$ cat src/rtl/conv_pkg.sv
// conv_pkg: shared definitions for the conv input feeder.
//   - default parameter widths for the feeder and its address generator
//   - MAX_WIDTH: longest row (padding included) the downstream row buffers hold
//   - state_e: feeder FSM encoding
package conv_pkg;

  localparam int DATA_WIDTH_DEF = 8;
  localparam int CH_NUM_DEF     = 18;
  localparam int DIM_WIDTH_DEF  = 9;
  localparam int ADDR_WIDTH_DEF = 16;
  localparam int MAX_WIDTH      = 320;

  typedef enum logic [2:0] {
    ST_IDLE,
    ST_CFG,
    ST_STREAM,
    ST_DRAIN,
    ST_DONE
  } state_e;

endpackage

$ cat src/rtl/conv_feed_addr_gen.sv
// conv_feed_addr_gen: raster walker over the effective (possibly padded)
// feature map.
//   clk, rstn     clock, async active-low reset
//   init_i        reload counters and address from the latched config
//   adv_i         one pixel was issued this cycle, step to the next one
//   eff_w_i/h_i   effective width/height (padding included)
//   pad_i         1-pixel zero border active
//   base_addr_i   address of unpadded pixel (0,0)
//   border_o      current pixel lies on the zero border
//   last_o        current pixel is the final one of the layer
//   addr_o        memory address of the current interior pixel
module conv_feed_addr_gen
  import conv_pkg::*;
#(
  parameter int DIM_WIDTH  = DIM_WIDTH_DEF,
  parameter int ADDR_WIDTH = ADDR_WIDTH_DEF
) (
  input  logic                  clk,
  input  logic                  rstn,
  input  logic                  init_i,
  input  logic                  adv_i,
  input  logic [DIM_WIDTH:0]    eff_w_i,
  input  logic [DIM_WIDTH:0]    eff_h_i,
  input  logic                  pad_i,
  input  logic [ADDR_WIDTH-1:0] base_addr_i,
  output logic                  border_o,
  output logic                  last_o,
  output logic [ADDR_WIDTH-1:0] addr_o
);

  localparam int EW = DIM_WIDTH + 1;

  logic [EW-1:0]         row_q, col_q;
  logic [ADDR_WIDTH-1:0] addr_q;
  logic                  col_end, row_end;

  assign col_end  = (col_q == eff_w_i - EW'(1));
  assign row_end  = (row_q == eff_h_i - EW'(1));
  assign border_o = pad_i & ((row_q == '0) | row_end | (col_q == '0) | col_end);
  assign last_o   = row_end & col_end;
  assign addr_o   = addr_q;

  // Interior pixels are visited in the same raster order they are stored,
  // so the address simply steps by one per interior pixel; border pixels
  // leave it untouched. Overflow wraps modulo 2^ADDR_WIDTH.
  always_ff @(posedge clk or negedge rstn) begin
    if (!rstn) begin
      row_q  <= '0;
      col_q  <= '0;
      addr_q <= '0;
    end else if (init_i) begin
      row_q  <= '0;
      col_q  <= '0;
      addr_q <= base_addr_i;
    end else if (adv_i) begin
      if (col_end) begin
        col_q <= '0;
        row_q <= row_q + EW'(1);
      end else begin
        col_q <= col_q + EW'(1);
      end
      if (!border_o) addr_q <= addr_q + ADDR_WIDTH'(1);
    end
  end

endmodule

$ cat src/rtl/conv_in_feeder.sv
// conv_in_feeder: streams one feature-map layer from feature memory to the
// preprocess stage, one pixel word per cycle, inserting a zero border in
// depthwise mode when requested.
//   clk, rstn                 clock, async active-low reset
//   start                     layer start pulse (ignored unless idle)
//   img_width/img_height      unpadded dims; base_addr address of pixel (0,0)
//   pad_en, pw_cfg            zero border (DW only); 1 = pointwise layer
//   stall                     downstream hold; stops issue the same cycle
//   rd_en/rd_addr/rd_data     feature memory port, 1-cycle read latency
//   data_out/valid_out        pixel word, 2 cycles after issue
//   buff_len_ctrl/_rst        row-buffer length and one-cycle reset pulse
//   PW_mode                   mode for the preprocess stage
//   busy, done, cfg_err       status
module conv_in_feeder
  import conv_pkg::*;
#(
  parameter int DATA_WIDTH = DATA_WIDTH_DEF,
  parameter int CH_NUM     = CH_NUM_DEF,
  parameter int DIM_WIDTH  = DIM_WIDTH_DEF,
  parameter int ADDR_WIDTH = ADDR_WIDTH_DEF,
  parameter int MAX_WIDTH  = conv_pkg::MAX_WIDTH
) (
  input  logic                         clk,
  input  logic                         rstn,
  input  logic                         start,
  input  logic [DIM_WIDTH-1:0]         img_width,
  input  logic [DIM_WIDTH-1:0]         img_height,
  input  logic [ADDR_WIDTH-1:0]        base_addr,
  input  logic                         pad_en,
  input  logic                         pw_cfg,
  input  logic                         stall,
  output logic                         rd_en,
  output logic [ADDR_WIDTH-1:0]        rd_addr,
  input  logic [CH_NUM*DATA_WIDTH-1:0] rd_data,
  output logic [CH_NUM*DATA_WIDTH-1:0] data_out,
  output logic                         valid_out,
  output logic [DIM_WIDTH-1:0]         buff_len_ctrl,
  output logic                         buff_len_rst,
  output logic                         PW_mode,
  output logic                         busy,
  output logic                         done,
  output logic                         cfg_err
);

  // Effective dims need one extra bit: a padded height can exceed 2^DIM_WIDTH-1.
  localparam int EW = DIM_WIDTH + 1;
  localparam int WW = CH_NUM * DATA_WIDTH;

  state_e state_q, state_d;

  logic                  pad_in, cfg_ok, accept, issue;
  logic [EW-1:0]         eff_w_in, eff_h_in;
  logic [EW-1:0]         eff_w_q, eff_h_q;
  logic                  pad_q, pw_mode_q, drain_q;
  logic [ADDR_WIDTH-1:0] base_q;
  logic [DIM_WIDTH-1:0]  buff_len_q;
  logic                  border, last;
  logic [ADDR_WIDTH-1:0] gen_addr;
  logic [2:1]            vld_pipe, bord_pipe;
  logic [WW-1:0]         data_q;

  // ---------------------------------------------------------------------------
  // Config check on the incoming start
  // ---------------------------------------------------------------------------
  assign pad_in   = pad_en & ~pw_cfg;
  assign eff_w_in = {1'b0, img_width}  + {{(EW-2){1'b0}}, pad_in, 1'b0};
  assign eff_h_in = {1'b0, img_height} + {{(EW-2){1'b0}}, pad_in, 1'b0};
  assign cfg_ok   = (img_width != '0) && (img_height != '0) &&
                    (eff_w_in <= EW'(MAX_WIDTH)) &&
                    (pw_cfg || ((eff_w_in >= EW'(3)) && (eff_h_in >= EW'(3))));
  assign accept   = (state_q == ST_IDLE) && start && cfg_ok;

  // ---------------------------------------------------------------------------
  // FSM: state register / next state / outputs
  // ---------------------------------------------------------------------------
  always_ff @(posedge clk or negedge rstn) begin
    if (!rstn) state_q <= ST_IDLE;
    else       state_q <= state_d;
  end

  always_comb begin
    state_d = state_q;
    case (state_q)
      ST_IDLE:   if (start && cfg_ok) state_d = ST_CFG;
      ST_CFG:    state_d = ST_STREAM;
      ST_STREAM: if (issue && last) state_d = ST_DRAIN;
      ST_DRAIN:  if (drain_q) state_d = ST_DONE;
      ST_DONE:   state_d = ST_IDLE;
      default:   state_d = ST_IDLE;
    endcase
  end

  always_comb begin
    issue        = (state_q == ST_STREAM) && !stall;
    busy         = (state_q == ST_CFG) || (state_q == ST_STREAM) || (state_q == ST_DRAIN);
    buff_len_rst = (state_q == ST_CFG);
    done         = (state_q == ST_DONE);
    cfg_err      = (state_q == ST_IDLE) && start && !cfg_ok;
  end

  // Two DRAIN cycles cover the words still in the read/output pipeline.
  always_ff @(posedge clk or negedge rstn) begin
    if (!rstn) drain_q <= 1'b0;
    else       drain_q <= (state_q == ST_DRAIN) && !drain_q;
  end

  // ---------------------------------------------------------------------------
  // Latched layer config; PW_mode and buff_len_ctrl hold until the next layer
  // ---------------------------------------------------------------------------
  always_ff @(posedge clk or negedge rstn) begin
    if (!rstn) begin
      eff_w_q    <= '0;
      eff_h_q    <= '0;
      pad_q      <= 1'b0;
      base_q     <= '0;
      pw_mode_q  <= 1'b0;
      buff_len_q <= '0;
    end else if (accept) begin
      eff_w_q    <= eff_w_in;
      eff_h_q    <= eff_h_in;
      pad_q      <= pad_in;
      base_q     <= base_addr;
      pw_mode_q  <= pw_cfg;
      buff_len_q <= pw_cfg ? '0 : eff_w_in[DIM_WIDTH-1:0] - DIM_WIDTH'(2);
    end
  end

  assign PW_mode       = pw_mode_q;
  assign buff_len_ctrl = buff_len_q;

  // ---------------------------------------------------------------------------
  // Address generation
  // ---------------------------------------------------------------------------
  conv_feed_addr_gen #(
    .DIM_WIDTH  (DIM_WIDTH),
    .ADDR_WIDTH (ADDR_WIDTH)
  ) u_addr_gen (
    .clk         (clk),
    .rstn        (rstn),
    .init_i      (state_q == ST_CFG),
    .adv_i       (issue),
    .eff_w_i     (eff_w_q),
    .eff_h_i     (eff_h_q),
    .pad_i       (pad_q),
    .base_addr_i (base_q),
    .border_o    (border),
    .last_o      (last),
    .addr_o      (gen_addr)
  );

  assign rd_en   = issue & ~border;
  assign rd_addr = rd_en ? gen_addr : '0;

  // ---------------------------------------------------------------------------
  // Output pipeline: stage 1 waits for memory data, stage 2 is the output
  // register. Border pixels ride along with their flag and become zero words.
  // ---------------------------------------------------------------------------
  always_ff @(posedge clk or negedge rstn) begin
    if (!rstn) begin
      vld_pipe  <= '0;
      bord_pipe <= '0;
      data_q    <= '0;
    end else begin
      vld_pipe  <= {vld_pipe[1], issue};
      bord_pipe <= {bord_pipe[1], issue & border};
      data_q    <= (vld_pipe[1] && !bord_pipe[1]) ? rd_data : '0;
    end
  end

  assign valid_out = vld_pipe[2];
  assign data_out  = data_q;

endmodule

$ cat config.mk
export PLATFORM = sky130hd
export DESIGN_NAME = conv_in_feeder
export DESIGN_NICKNAME = d
export VERILOG_FILES = /design/src/rtl/conv_pkg.sv /design/src/rtl/conv_feed_addr_gen.sv /design/src/rtl/conv_in_feeder.sv
export SDC_FILE = /design/constraint.sdc
export NUM_CORES = 1
export LEC_CHECK = 0
export BUFFER_PORTS_ARGS = -buffer_cell sky130_fd_sc_hd__buf_2
export CORE_ASPECT_RATIO = 1.2
export CORE_MARGIN = 1.5
export CORE_UTILIZATION = 45
export CTS_BUF_LIST = sky130_fd_sc_hd__clkbuf_16
export CTS_CLUSTER_DIAMETER = 30
export DETAILED_ROUTE_END_ITERATION = 12
export PLACE_DENSITY = 0.76
export SYNTH_ARGS = -nofsm -noshare
export SYNTH_HDL_FRONTEND = slang
export SYNTH_SLANG_ARGS = --single-unit
$ cat constraint.sdc
create_clock -name clk -period 3.5 [get_ports clk]
set_input_delay 0.7 -clock clk [delete_from_list [all_inputs] [get_ports clk]]
set_output_delay 0.7 -clock clk [all_outputs]
set_load 0.05 [all_outputs]
==> results of run 1 <==
-- power by group --
part           internal, uW  switching, uW
sequential             3480            475
clock                  2920           1470
combinational          1720           3510
total                  8120           5460
-- sequential cells by signal (all words and copies together) (netlist names), 3 cells and up --
register / cells
buff_len_ctrl: 9
eff_w_q: 10
u_addr_gen.row_q: 10
u_addr_gen.addr_o: 16
u_addr_gen.col_q: 10
data_out: 144
state_q: 3
base_q: 16
eff_h_q: 10
-- worst max-delay path, cell delays in order, from the launching register on --
cell                        delay, ns
sky130_fd_sc_hd__dfrtp_1         0.38
sky130_fd_sc_hd__inv_2           0.08
sky130_fd_sc_hd__ha_4            0.13
sky130_fd_sc_hd__or4b_4          0.48
sky130_fd_sc_hd__o41ai_4         0.25
sky130_fd_sc_hd__mux2i_1         0.28
sky130_fd_sc_hd__o2111ai_2       0.19
sky130_fd_sc_hd__a21o_2          0.24
sky130_fd_sc_hd__a21boi_2        0.17
sky130_fd_sc_hd__nand2b_4        0.20
sky130_fd_sc_hd__buf_12          0.11
sky130_fd_sc_hd__buf_12          0.12
sky130_fd_sc_hd__nor2_4          0.04
sky130_fd_sc_hd__buf_8           0.15
-- metrics by stage --
stage          power (uW)  hold slack (ns)  instances  setup TNS [ns]
4_1_cts             13400            0.210       1652           -8.77
3_5_place_dp         8940            0.437       1568          -0.633
6_report            13600            0.172       1667           -8.79
3_3_place_gp         8840            0.430       1568          -0.144
2_1_floorplan        7530            0.347        927         -0.0632
5_1_grt             14200            0.233       1660          -10.94
-- cell usage in the layout (no fill, tap or decap), types with 8 or more instances in the layout --
| cell | n |
|---|---|
| sky130_fd_sc_hd__inv_1 | 26 |
| sky130_fd_sc_hd__nand2_1 | 51 |
| sky130_fd_sc_hd__nor3_1 | 22 |
| sky130_fd_sc_hd__dfrtp_1 | 234 |
| sky130_fd_sc_hd__xor2_1 | 24 |
| sky130_fd_sc_hd__xnor2_1 | 34 |
| sky130_fd_sc_hd__and2_4 | 12 |
| sky130_fd_sc_hd__a32oi_1 | 9 |
| sky130_fd_sc_hd__buf_6 | 16 |
| sky130_fd_sc_hd__o21ai_0 | 43 |
| sky130_fd_sc_hd__nor2_1 | 42 |
| sky130_fd_sc_hd__nand4_1 | 9 |
| sky130_fd_sc_hd__clkinv_2 | 8 |
| sky130_fd_sc_hd__a21oi_1 | 8 |
| sky130_fd_sc_hd__and2_1 | 151 |
| sky130_fd_sc_hd__or3_1 | 8 |
| sky130_fd_sc_hd__buf_2 | 341 |
| sky130_fd_sc_hd__mux2_2 | 23 |
| sky130_fd_sc_hd__and3_1 | 14 |
| sky130_fd_sc_hd__buf_4 | 48 |
| sky130_fd_sc_hd__o31ai_1 | 12 |
| sky130_fd_sc_hd__nand3_1 | 45 |
| sky130_fd_sc_hd__diode_2 | 12 |
| sky130_fd_sc_hd__clkbuf_16 | 47 |
| sky130_fd_sc_hd__ha_1 | 10 |
-- worst min-delay path by stage --
stage	endpoint	slack, ns	depth (start not counted)
2_1_floorplan	vld_pipe[2]$_DFF_PN0_	0.35	0
3_3_place_gp	vld_pipe[2]$_DFF_PN0_	0.43	0
3_5_place_dp	vld_pipe[2]$_DFF_PN0_	0.44	0
4_1_cts	data_out[44]$_DFF_PN0_	0.21	1
5_1_grt	buff_len_ctrl[7]$_DFFE_PN0P_	0.23	1
6_report	buff_len_ctrl[7]$_DFFE_PN0P_	0.17	1
-- routing by layer --
| layer | part of all wire | global-route usage | vias up | wire length (um) |
|---|---|---|---|---|
| li1 | - | - | 4009 | - |
| met1 | 0.37 | 0.307 | 4198 | 11600 |
| met2 | 0.49 | 0.439 | 370 | 15600 |
| met3 | 0.10 | 0.0993 | 81 | 3260 |
| met4 | 0.032 | 0.0933 | 10 | 1020 |
| met5 | 0.0016 | 0 | - | 49 |
-- kinds of logic after synthesis --
group	Yosys count	share of synthesized area
multiplexers	28	0.0304
flip-flops	234	0.574
AND/OR/NAND/NOR	408	0.225
AO/OA/AOI/OAI	115	0.0770
XOR/XNOR	58	0.0498
buffers and inverters	71	0.0286
adder cells (fa/ha/maj)	13	0.0159
-- repair_timing --
item | 4_1_cts | 5_1_grt
resized for setup | 17 | 46
cloned | 0 | 1
buffers inserted | 0 | 2
pin swaps | 0 | 4
hold buffers | 0 | 0
endpoints found under the setup margin | 18 | 18
-- layout make-up --
type | instances | area, um^2 | area share
flip-flops and latches | 234 | 5860 | 0.403
multi-input cells | 622 | 4220 | 0.290
repair buffers | 414 | 2420 | 0.167
clock buffers | 46 | 1150 | 0.0793
clock inverters | 38 | 410 | 0.0283
well taps | 279 | 349 | 0.0240
inverters | 22 | 87.6 | 0.00603
diodes | 12 | 30.0 | 0.00207
==> flow_results.org, run 1 <==
** Setup path
- Count of cells along the worst register-to-register path :: 13
- For the worst setup path, the data arrival time is 3.34 ns.
- Classification of the worst setup path :: flip-flop to output pin
- The critical path ends at rd_addr[3].
- Setup slack of the worst register-to-register path :: between 0.2 and 0.3 ns
- CP startpoint :: eff_w_q[0]$_DFFE_PN0P_
- In this run the critical register-to-register path is launched from eff_w_q[0]$_DFFE_PN0P_.
- Endpoint class of the critical path :: output pin
- Endpoint of the worst-slack reg-to-reg timing path :: u_addr_gen.addr_o[8]$_DFFE_PN0P_
- Maximum fanout count along the critical path :: 5
- WP data required :: 2.80 ns
- Worst setup SP type :: flip-flop

** STA
- RSZ-0062 raised after global routing :: true
- Finish-stage setup viols :: 17
- Across all setup checks in the final design, the least slack found is -0.538 ns.
- In the finished design, the share of the clock period the worst path needs comes to 1.15.
- At the pin with the least slew margin, the transition time is 0.909 ns.
- Between clock sinks in the finished design, the worst skew comes to between 0.02 and 0.03 ns.
- Achievable clock frequency :: around 250 MHz
- The worst pin sits at a relative slew slack of 0.393.
- The hold violation count in the final report was 0.
- Final Max Slew Viols :: 0
- Counting I/O delays and the setup requirement, the final critical path takes roughly 4 ns.

** Outcome
- The run finished, with violations left.
- The final reports fail on setup timing.

** Synth
- Of the synthesized area, sequential elements account for 0.574.
- The synthesized netlist occupies a cell area of 10200 um^2.
- The number of nets handed over by synthesis was 1124.
- Leading cell type by number of instances after synthesis :: sky130_fd_sc_hd__dfrtp_1
- Most frequent cells after synthesis :: sky130_fd_sc_hd__dfrtp_1, sky130_fd_sc_hd__and2_1, sky130_fd_sc_hd__nand2_1
- Flip-flop cell with the highest count after synthesis :: sky130_fd_sc_hd__dfrtp_1
- The synthesized design contains 0 enable-type register cells.
- Biggest area consumer among synthesized cells :: sky130_fd_sc_hd__dfrtp_1
- Number of distinct library cells after synthesis :: 61
- Synthesis inferred between 200 and 250 register bits.
- The cell count after synthesis came out at slightly above 900.
- Counting flops with an async set or reset pin after synthesis yields a share of 1.00.
- Of the post-synthesis cell area, the dominant cell type holds 0.574.
- A synthesized cell averages 11.0 um^2.
- Largest cells by area after synthesis :: sky130_fd_sc_hd__dfrtp_1, sky130_fd_sc_hd__and2_1, sky130_fd_sc_hd__xnor2_1
- Warnings from Yosys :: 0

** Placement
- Count of input and output buffers :: around 360
- In this run the cell area measured after placement is 12700 um^2.
- Prior to clock tree synthesis, the placed netlist has a worst setup slack of -0.187 ns.
- At the end of routability-driven placement, the weighted congestion stood at 0.938.
- Detailed placement finished with a half-perimeter wire length of 22300 um.

** Routing
- The first detailed-routing pass ran for 8 iterations.
- Post-detailed-route count of antenna-violating nets :: 0
- Dividing the detail-routed wire length by the instance count gives 18.9 um.
- Post-detailed-route via-to-cell ratio :: 5.20
- DR DRC count :: 0
- Summing over every cut layer, the via total after detailed routing is just under 9000.
- The detailed router finished its first iteration with between 500 and 600 violations.
- After detailed routing, the total wire length is ~31000 um.

** Clock tree
- Number of buffers inserted during clock tree synthesis :: 46
- Clk Latency, worst-skew pair :: about 0.53 ns
- TritonCTS clock tree :: yes
- Number of clock sinks :: 234
- Clock transition at the register clock pins on the worst setup and hold paths after CTS :: 0.05 ns
- The longest clock path from root to sink contains 3 buffers.
- The clock tree synthesis step divided the H-tree into 2 levels.
- The tree is rooted in a sky130_fd_sc_hd__clkbuf_16.

** Power and ir drop
- The analysis attributes to cell leakage a power of between 0.007 and 0.008 uW.
- Dividing total power by cell area gives a power density of 935 nW/um^2.
- Largest voltage drop on the vdd net :: 0.763 mV

** Cells and area
- In the final design database the tool counted 1537 nets.
- Summed area of non-filler cells in the final layout :: 14500 um^2
- The area growth from synthesis to layout is 42.3%.
- Share of cells above drive strength 1 :: 0.407
- At the end of the flow the core is filled with cells to 0.649.
- Filler cell count :: ~1700

** GRT
- Total global-route track usage :: 0.261
- The number of global-route vias before repair was 8711.
- Global-route wire length before repair :: around 48000 um
- The number of antenna violations at the first check in global routing came to 18.
- Maximum number of pins on one net before global-route repair :: 89
- Gr ovfl total :: 0

** Floorplan
- In this run the core area contains 60 standard-cell rows.
- Die boundary width :: 140 um
- Initial core utilization :: 0.456
- Overall die area :: 23600 um^2
- Floorplan Core Area :: 22400 um^2
- Die Ht :: roughly 170 um
- 360 I/O pins were placed.

** Job
- # Max-Cap Violations :: 0

** Worst hold path
- In this run the worst hold path is classified as input port to asynchronous set/reset pin.
Note: power is estimated with default switching activity, not from simulation.
==> inputs of run 2 (changes only) <==
--- a/config.mk
+++ b/config.mk
@@ -5,7 +5,7 @@
 export SDC_FILE = /design/constraint.sdc
 export NUM_CORES = 1
 export LEC_CHECK = 0
-export BUFFER_PORTS_ARGS = -buffer_cell sky130_fd_sc_hd__buf_2
+export BUFFER_PORTS_ARGS = -buffer_cell sky130_fd_sc_hd__buf_4
 export CORE_ASPECT_RATIO = 1.2
 export CORE_MARGIN = 1.5
 export CORE_UTILIZATION = 45
==> run 2 against run 1 <==
The run still ends with setup timing left. Worst hold slack got worse by 0.031 ns. Design area rose by 6.0%. Combinational power rose by 5.3%. Critical path type unchanged. Critical endpoint is now rd_addr[2]. Largest cell class unchanged. Largest power group unchanged.
==> flow_results.org, run 2 (same netlist as run 1, synthesis figures left out) <==
** Power and ir drop
- The internal power component is 8460 uW (+4.2%).
- The part of the power in the clock network is 0.324 (about the same).
- Fraction of power consumed by sequential logic :: 0.283 (-0.008)
- The worst ir drop on vdd came to 0.679 mV (-11%).
- The net switching power of the design was 5590 uW (+2.5%).
- The leakage component of the power came to 0.00760 uW (+2.6%).
- Pwr Density :: 913 nW/um^2 (-2.4%)
- Part of the total power dissipated in combinational logic :: 0.393 (+0.007)
- Net Sw Frac :: 0.398 (-0.00386)

** Cells and area
- The count of placed standard cells in the final layout, fillers left out came to 1662 (-0.30%).
- Leaving out fill and tap cells, the most frequent cell in the layout is sky130_fd_sc_hd__buf_4.
- The flip-flop count of the largest register after layout is 144 (unchanged).
- Nets :: 1539 (+0.13%)
- Commonest cells after routing, fill and taps aside :: sky130_fd_sc_hd__buf_4, sky130_fd_sc_hd__dfrtp_1, sky130_fd_sc_hd__and2_1
- The ratio of cells with drive above 1 in the final layout is 0.406 (-0.000749).
- From synthesis to final layout, the design area changed by 50.9%.

** Setup path
- Setup slack of the worst register-to-register path :: 0.36 ns (+0.10 ns)
- Endpoint of the worst-slack reg-to-reg timing path :: u_addr_gen.row_q[8]$_DFFE_PN0P_
- The arrival time of the worst setup path is 3.23 ns (-0.11 ns).
- Number of cells on the critical path :: 12 (-1)
- The delay of the slowest cell on the worst path was 0.48 ns (about the same).
- In this run the worst setup path terminates at rd_addr[2].
- The peak fanout along the critical path came to 15 (+10).
- STA classifies the critical path endpoint as an output pin.
- The worst register-to-register path begins at eff_w_q[0]$_DFFE_PN0P_.
- CP startpoint :: eff_w_q[0]$_DFFE_PN0P_
- Among all stages on the critical path, the largest delay is contributed by sky130_fd_sc_hd__or4b_4.
- The combined buffer and inverter count along the critical path is 3 (-1).
- STA classifies the critical path startpoint as a flip-flop.
- Classification of the worst setup path :: flip-flop to output pin
- The kind of cell with the highest combined delay along the critical path is simple AND/OR/NAND/NOR gates.
- WP data required :: 2.80 ns (about the same)
- List of cells traversed by the critical path :: inv_1, ha_2, or4b_4, o41ai_4, mux2i_1, o2111ai_2, a21o_2, a21boi_2, nand2b_4, inv_8, and2_4, buf_8
- Count of cells along the worst register-to-register path :: 12 (-1)

** Job
- # Max-Cap Violations :: 0 (unchanged)

** STA
- The final worst clock skew came to 0.0237 ns (-0.00330 ns).
- Tightest slew margin relative to the limit :: 0.346 (-0.0470)
- The final count of pins violating max slew was 0 (unchanged).
- Slew of the pin with the lowest slew margin :: 0.979 ns (+0.0704 ns)
- The hold violation count in the final report came to 0 (unchanged).
- Post-route minimum period :: 3.93 ns (-0.103 ns)
- The fmax came to 254 MHz (+2.6%).
- Finish-stage setup viols :: 17 (unchanged)
- The worst hold margin was 0.140 ns (-0.0314 ns).
- Final critical-path setup slack :: -0.435 ns (+0.103 ns)
- The fraction of the cycle the final worst path needs was 1.12 (-0.0293).
- RSZ-0062 raised after global routing :: true

** Floorplan
- The initial core utilization was 0.456 (unchanged).
- The chip width is 140 um (unchanged).
- Boundary Pins :: 360 (unchanged)
- The floorplan die area is 23600 um^2 (unchanged).
- Die Ht :: 168 um (unchanged)
- The row count came to 60 (unchanged).
- The area of the core came to 22400 um^2 (unchanged).

** Routing
- Iteration count of the initial detailed-routing pass :: 5 (-3)
- The post-detailed-route via-to-cell ratio came to 5.19 (-0.25%).
- The post-route antenna net violation count came to 0 (unchanged).
- The total vias in the final route was 8620 (-0.55%).
- Overall routed net length :: 31700 um (+0.80%)
- The detailed router's first-iteration violation count came to 407 (-28%).
- The number of DRC violations after detailed routing was 0 (unchanged).
- Wire per inst :: 19.1 um (+1.1%)

** Clock tree
- Clk Latency, worst-skew pair :: 0.55 ns (+0.02 ns)
- The number of clock sinks came to 234 (unchanged).
- TritonCTS clock tree :: yes
- H-tree level count :: 2 (unchanged)
- Clock transition at the register clock pins on the worst setup and hold paths after CTS :: 0.04 ns (about the same)
- Library cell used as clock root buffer :: sky130_fd_sc_hd__clkbuf_16
- The number of buffers on the longest clock path came to 3 (unchanged).
- The number of buffers added by the clock tree synthesis step came to 47 (+2.2%).

** Outcome
- The run finished, with violations left.
- The final reports fail on setup timing.

** Placement
- The count of buffers inserted at the top-level ports came to 359 (unchanged).
- Weighted congestion at the end of routability-driven global placement :: 0.945 (+0.79%)
- Placed cells :: 1566 (-0.13%)
- The total half-perimeter wirelength after legalization and detailed placement is 22900 um (+2.4%).

** GRT
- Via count of the first global-routing pass :: 8875 (+1.9%)
- Total global-route track usage :: 0.266 (+0.00429)
- Global-route wire length before repair :: 48300 um (+1.6%)
- Maximum number of pins on one net before global-route repair :: 72 (-19%)
- The number of antenna violations at the first check in global routing is 1 (-17).
- The overall overflow remaining after global route came to 0 (unchanged).

** Worst hold path
- HP Class :: input port to asynchronous set/reset pin
run 2: cell count changes in the layout (fill, tap and decap cells not counted), sizes merged:
cell	previous run	this run
bufinv	7	6
buf	413	415
clkinv	14	15
clkinvlp	5	8
diode	12	2
run 2: cell type report:
class / instances / area, um^2
antenna: 2 / 5.00
clock buffer: 47 / 1180
clock inverter: 41 / 467
fill: 1654 / 6970
inverter: 22 / 90.1
multi-input combinational: 622 / 4210
sequential: 234 / 5860
tap: 279 / 349
timing repair buffer: 415 / 3240
run 2: worst reg2reg max path: stages, from the launching register on:
cell                        delay, ns
sky130_fd_sc_hd__dfrtp_1         0.37
sky130_fd_sc_hd__inv_1           0.06
sky130_fd_sc_hd__ha_2            0.16
sky130_fd_sc_hd__or4b_4          0.48
sky130_fd_sc_hd__o41ai_4         0.22
sky130_fd_sc_hd__mux2i_1         0.26
sky130_fd_sc_hd__o2111ai_2       0.15
sky130_fd_sc_hd__a21o_2          0.24
sky130_fd_sc_hd__buf_4           0.18
sky130_fd_sc_hd__a211oi_2        0.48
sky130_fd_sc_hd__nand4_1         0.18
sky130_fd_sc_hd__xor2_1          0.18
sky130_fd_sc_hd__nor2_1          0.06
run 2: worst min-delay path by stage:
stage                              endpoint  slack [ns]  depth (start not counted)
6_report       buff_len_ctrl[7]$_DFFE_PN0P_        0.14                          1
5_1_grt        buff_len_ctrl[7]$_DFFE_PN0P_        0.18                          1
4_1_cts        buff_len_ctrl[7]$_DFFE_PN0P_        0.16                          1
3_5_place_dp          vld_pipe[2]$_DFF_PN0_        0.44                          0
3_3_place_gp          vld_pipe[2]$_DFF_PN0_        0.43                          0
2_1_floorplan         vld_pipe[2]$_DFF_PN0_        0.35                          0
run 2: what timing repair did:
| action | in CTS | in global routing |
|---|---|---|
| setup buffers | 4 | 2 |
| hold buffers | 0 | 0 |
| pin swaps | 3 | 2 |
| resized for setup | 29 | 12 |
| setup endpoints to repair | 18 | 18 |
run 2: power groups by stage:
stage	Sequential [uW]	Combinational, uW	Clock (uW)
after global placement	3970	5270	0
after detailed placement	3990	5350	0
after CTS	3980	5490	4600
final	3980	5520	4550
after global routing	4070	5860	4740
after floorplan	5440	2090	0
run 2: per-stage QoR:
| step | TNS, ns | area [um^2] | power, uW | util | worst slack, ns |
|---|---|---|---|---|---|
| final | -6.95 | 15400 | 14100 | 0.688 | -0.435 |
| after global routing | -9.21 | 15400 | 14700 | 0.688 | -0.565 |
| after CTS | -6.88 | 15300 | 14100 | 0.685 | -0.420 |
| after detailed placement | -0.313 | 13600 | 9340 | 0.606 | -0.154 |
| after global placement | -0.0546 | 13600 | 9230 | 0.606 | -0.0546 |
| after floorplan | -0.0632 | 10300 | 7530 | - | -0.0632 |
run 2: routing by layer:
metal / part of all wire / vias to the layer above / track usage / wire length [um]
met4: 0.033 / 0 / 0.0969 / 1030
met3: 0.094 / 73 / 0.0927 / 2970
met2: 0.50 / 337 / 0.452 / 15900
li1: - / 4004 / - / -
met1: 0.37 / 4206 / 0.311 / 11800
met5: 0 / - / 0 / 0
==> inputs of run 3 (changes only) <==
--- a/config.mk
+++ b/config.mk
@@ -13,6 +13,8 @@
 export CTS_CLUSTER_DIAMETER = 30
 export DETAILED_ROUTE_END_ITERATION = 12
 export PLACE_DENSITY = 0.76
+export RECOVER_POWER = 50
+export REMOVE_ABC_BUFFERS = 1
 export SYNTH_ARGS = -nofsm -noshare
 export SYNTH_HDL_FRONTEND = slang
 export SYNTH_SLANG_ARGS = --single-unit
==> run 3 against run 2 <==
The flow finishes with violations (capacitance limit, slew limit, setup timing). Die area stayed put. Sequential share of layout area up 1.0 points. Fmax about the same. Largest power group unchanged. Critical path depth is the same. Flip-flop and latch count unchanged. Register-to-register slack lost 0.11 ns. Setup slack improved by 0.0036 ns.
==> flow_results.org, run 3 (same netlist as run 1, synthesis figures left out) <==
** Outcome
- The flow ran to the end, but the final reports show violations.
- Violations in the final reports :: capacitance limit, slew limit, setup timing

** Placement
- The total half-perimeter wirelength after legalization and detailed placement is 23600 um (+3.1%).
- The weighted congestion at the end of routability-driven global placement came to 0.920 (-2.6%).
- The count of buffers inserted at the top-level ports came to 359 (unchanged).
- The post-placement worst setup slack came to -0.0365 ns (+0.118 ns).

** Cells and area
- Nets :: 1522 (-1.1%)
- Filler cell count :: 1699 (+2.7%)
- Number of flip-flops under the largest register name :: 144 (unchanged)
- Fin util :: 0.671 (-0.0178)
- In the layout the commonest cells are sky130_fd_sc_hd__buf_4, sky130_fd_sc_hd__dfrtp_1, sky130_fd_sc_hd__and2_1.
- Leaving out fill and tap cells, the most frequent cell in the layout is sky130_fd_sc_hd__buf_4.
- The ratio of cells with drive above 1 in the final layout is 0.372 (-0.0344).
- The combined flip-flop and latch cell area came to 5860 um^2 (unchanged).
- Relative to the synthesized area, the layout overhead comes to 47.0%.
- The multi-input gate area in the final layout is 4150 um^2 (-1.6%).

** Setup path
- Most frequent CP cell :: sky130_fd_sc_hd__buf_4
- Slowest CP cell :: sky130_fd_sc_hd__or4b_4
- The arrival time of the worst setup path came to 3.23 ns (about the same).
- Endpoint class of the critical path :: output pin
- Count of cells along the worst register-to-register path :: 13 (+1)
- The startpoint identified for the worst register-to-register timing path is eff_w_q[0]$_DFFE_PN0P_.
- Worst setup SP type :: flip-flop
- WP data required :: 2.80 ns (about the same)
- List of cells traversed by the critical path :: inv_1, ha_1, or4b_4, o41ai_4, mux2i_2, o2111ai_2, a21o_2, a21boi_2, nand2b_4, buf_4, nor2_1, buf_4
- Setup slack of the worst register-to-register path :: 0.25 ns (-0.11 ns)
- Endpoint of the worst-slack reg-to-reg timing path :: u_addr_gen.row_q[9]$_DFFE_PN0P_
- Maximum fanout count along the critical path :: 5 (-10)
- Critical Path Max Stage Delay :: 0.49 ns (about the same)
- Classification of the worst setup path :: flip-flop to output pin

** STA
- The worst setup margin is -0.431 ns (+0.00359 ns).
- The final setup violation count was 17 (unchanged).
- Final hold slack :: 0.372 ns (+0.232 ns)
- The fraction of the cycle the final worst path needs was 1.12 (about the same).
- Final Max Slew Viols :: 126 (+126)
- Setup clock skew after layout :: 0.0285 ns (+0.00479 ns)
- Final hold violation count :: 0 (unchanged)
- The actual transition at the worst max-transition pin came to 1.88 ns (+0.900 ns).
- Tightest slew margin relative to the limit :: -0.253 (-0.599)
- The final critical path time including I/O delays and setup came to 3.93 ns (-0.00359 ns).
- Setup repair after global routing could not meet its margin everywhere.
- The fmax was 254 MHz (about the same).

** Clock tree
- Number of buffers inserted for hold repair after clock tree synthesis :: 0 (unchanged)
- Library cell used as clock root buffer :: sky130_fd_sc_hd__clkbuf_16
- Number of clock sinks :: 234 (unchanged)
- Clock transition at the register clock pins on the worst setup and hold paths after CTS :: 0.05 ns (about the same)
- Number of buffers inserted during clock tree synthesis :: 46 (-2.1%)
- The clock latency of the later-clocked register in the worst-skew pair came to 0.54 ns (about the same).
- TritonCTS clock tree :: yes
- The number of buffers on the longest clock path is 3 (unchanged).
- H-tree level count :: 2 (unchanged)

** GRT
- Gr ovfl total :: 0 (unchanged)
- The pin count of the biggest net entering global routing came to 75 (+4.2%).
- The number of global-route vias before repair was 8931 (+0.63%).
- The first-pass GRT wire length was 49100 um (+1.8%).
- The all-layer global routing usage is 0.273 (+0.00754).
- Antenna violations before repair :: 6 (+5)

** Routing
- Post-detailed-route via-to-cell ratio :: 5.23 (+0.79%)
- The average routed wire per standard cell is 19.5 um (+2.4%).
- The post-route antenna net violation count is 0 (unchanged).
- The detailed-route wire length came to 32200 um (+1.7%).
- Iteration count of the initial detailed-routing pass :: 5 (unchanged)
- The total vias in the final route was 8625 (+0.058%).
- Number of violations reported at the end of detailed-routing iteration 0 :: 537 (+32%)
- DR DRC count :: 0 (unchanged)

** Floorplan
- The initial core utilization was 0.456 (unchanged).
- Overall die area :: 23600 um^2 (unchanged)
- The die height was 168 um (unchanged).
- The top-level port count was 360 (unchanged).
- Placement Rows :: 60 (unchanged)
- The area of the core was 22400 um^2 (unchanged).
- The chip width was 140 um (unchanged).

** Power and ir drop
- The worst ir drop on vdd was 0.666 mV (-1.8%).
- The total power was 13600 uW (-3.4%).
- Pwr Density :: 905 nW/um^2 (-0.81%)
- The net switching power of the design is 5380 uW (-3.8%).
- Leak pwr :: 0.00732 uW (-3.7%)
- Net Sw Frac :: 0.396 (-0.00158)
- Fraction of power consumed by the clock network :: 0.319 (-0.005)
- The share of power burned in registers was 0.295 (+0.012).
- Part of the total power dissipated in combinational logic :: 0.386 (-0.007)
- The internal power component came to 8200 uW (-3.1%).

** Job
- # Max-Cap Violations :: 2 (+2)

** Worst hold path
- Worst hold endpoint :: data_out[19]$_DFF_PN0_
- The tightest min-delay check is of the input port to flip-flop type.
- Hold path depth :: 2
- The worst hold path begins at rd_data[19].
[run 3: changes by cell type in the layout (fill, tap and decap cells not counted), sizes merged]
cell,before,now
buf,415,371
clkbuf,47,75
clkinv,15,21
clkinvlp,8,3
diode,2,10
inv,34,29
[run 3: power groups by stage]
stage | clock network (uW) | logic [uW] | registers, uW
6_report | 4340 | 5240 | 4000
5_1_grt | 4540 | 5590 | 4090
4_1_cts | 4390 | 5310 | 4000
3_5_place_dp | 0 | 5200 | 4020
3_3_place_gp | 0 | 5120 | 4000
2_1_floorplan | 0 | 1900 | 5450
[run 3: layout make-up]
cell class / instances / share of cell area
Sequential cell: 234 / 0.390
Multi-Input combinational cell: 622 / 0.276
Timing Repair Buffer: 399 / 0.199
Clock buffer: 47 / 0.0784
Clock inverter: 37 / 0.0249
Tap cell: 279 / 0.0233
Inverter: 22 / 0.00584
Antenna cell: 10 / 0.00167
[run 3: worst max-delay path by stage]
| stage | from | end | slack [ns] | cells past startpoint |
|---|---|---|---|---|
| finish | eff_w_q[0]$_DFFE_PN0P_ | rd_addr[9] | -0.43 | 12 |
| global route | eff_w_q[0]$_DFFE_PN0P_ | rd_addr[9] | -0.59 | 12 |
| CTS | eff_w_q[0]$_DFFE_PN0P_ | rd_addr[9] | -0.42 | 12 |
| detailed placement | pw_cfg | cfg_err | -0.04 | 11 |
| global placement | pw_cfg | cfg_err | 0.02 | 11 |
| floorplan | pad_en | pad_q$_DFFE_PN0P_ | -1.45 | 10 |
[run 3: metal layers]
metal	routed length (um)	vias to the layer above	share of wire	GRT usage
met5	0	-	0	0
met4	967	0	0.030	0.0933
met3	3640	67	0.11	0.112
met2	15800	387	0.49	0.454
met1	11800	4201	0.37	0.322
li1	-	3970	-	-
[run 3: what timing repair did]
action | 4_1_cts | 5_1_grt
pin swaps | 2 | 3
resized for setup | 28 | 12
setup buffers | 1 | 1
gates cloned | 0 | 0
setup endpoints to repair | 18 | 18
[run 3: worst max-delay path: cells and delay by family (launching register included)]
| family | cells | cell delay [ns] |
|---|---|---|
| AOI/OAI and AO/OA | 4 | 0.79 |
| adders and majority gates | 1 | 0.15 |
| buffers and inverters | 3 | 0.39 |
| DFF | 1 | 0.37 |
| muxes | 1 | 0.30 |
| and+or+nand+nor | 3 | 0.72 |
[run 3: stage by stage]
step,instances,instance area (um^2),TNS (ns)
CTS,1639,15000,-6.90
global route,1643,15000,-9.65
detailed placement,1554,13400,-0.110
floorplan,878,10000,-95.56
finish,1650,15000,-6.97
global placement,1554,13400,0
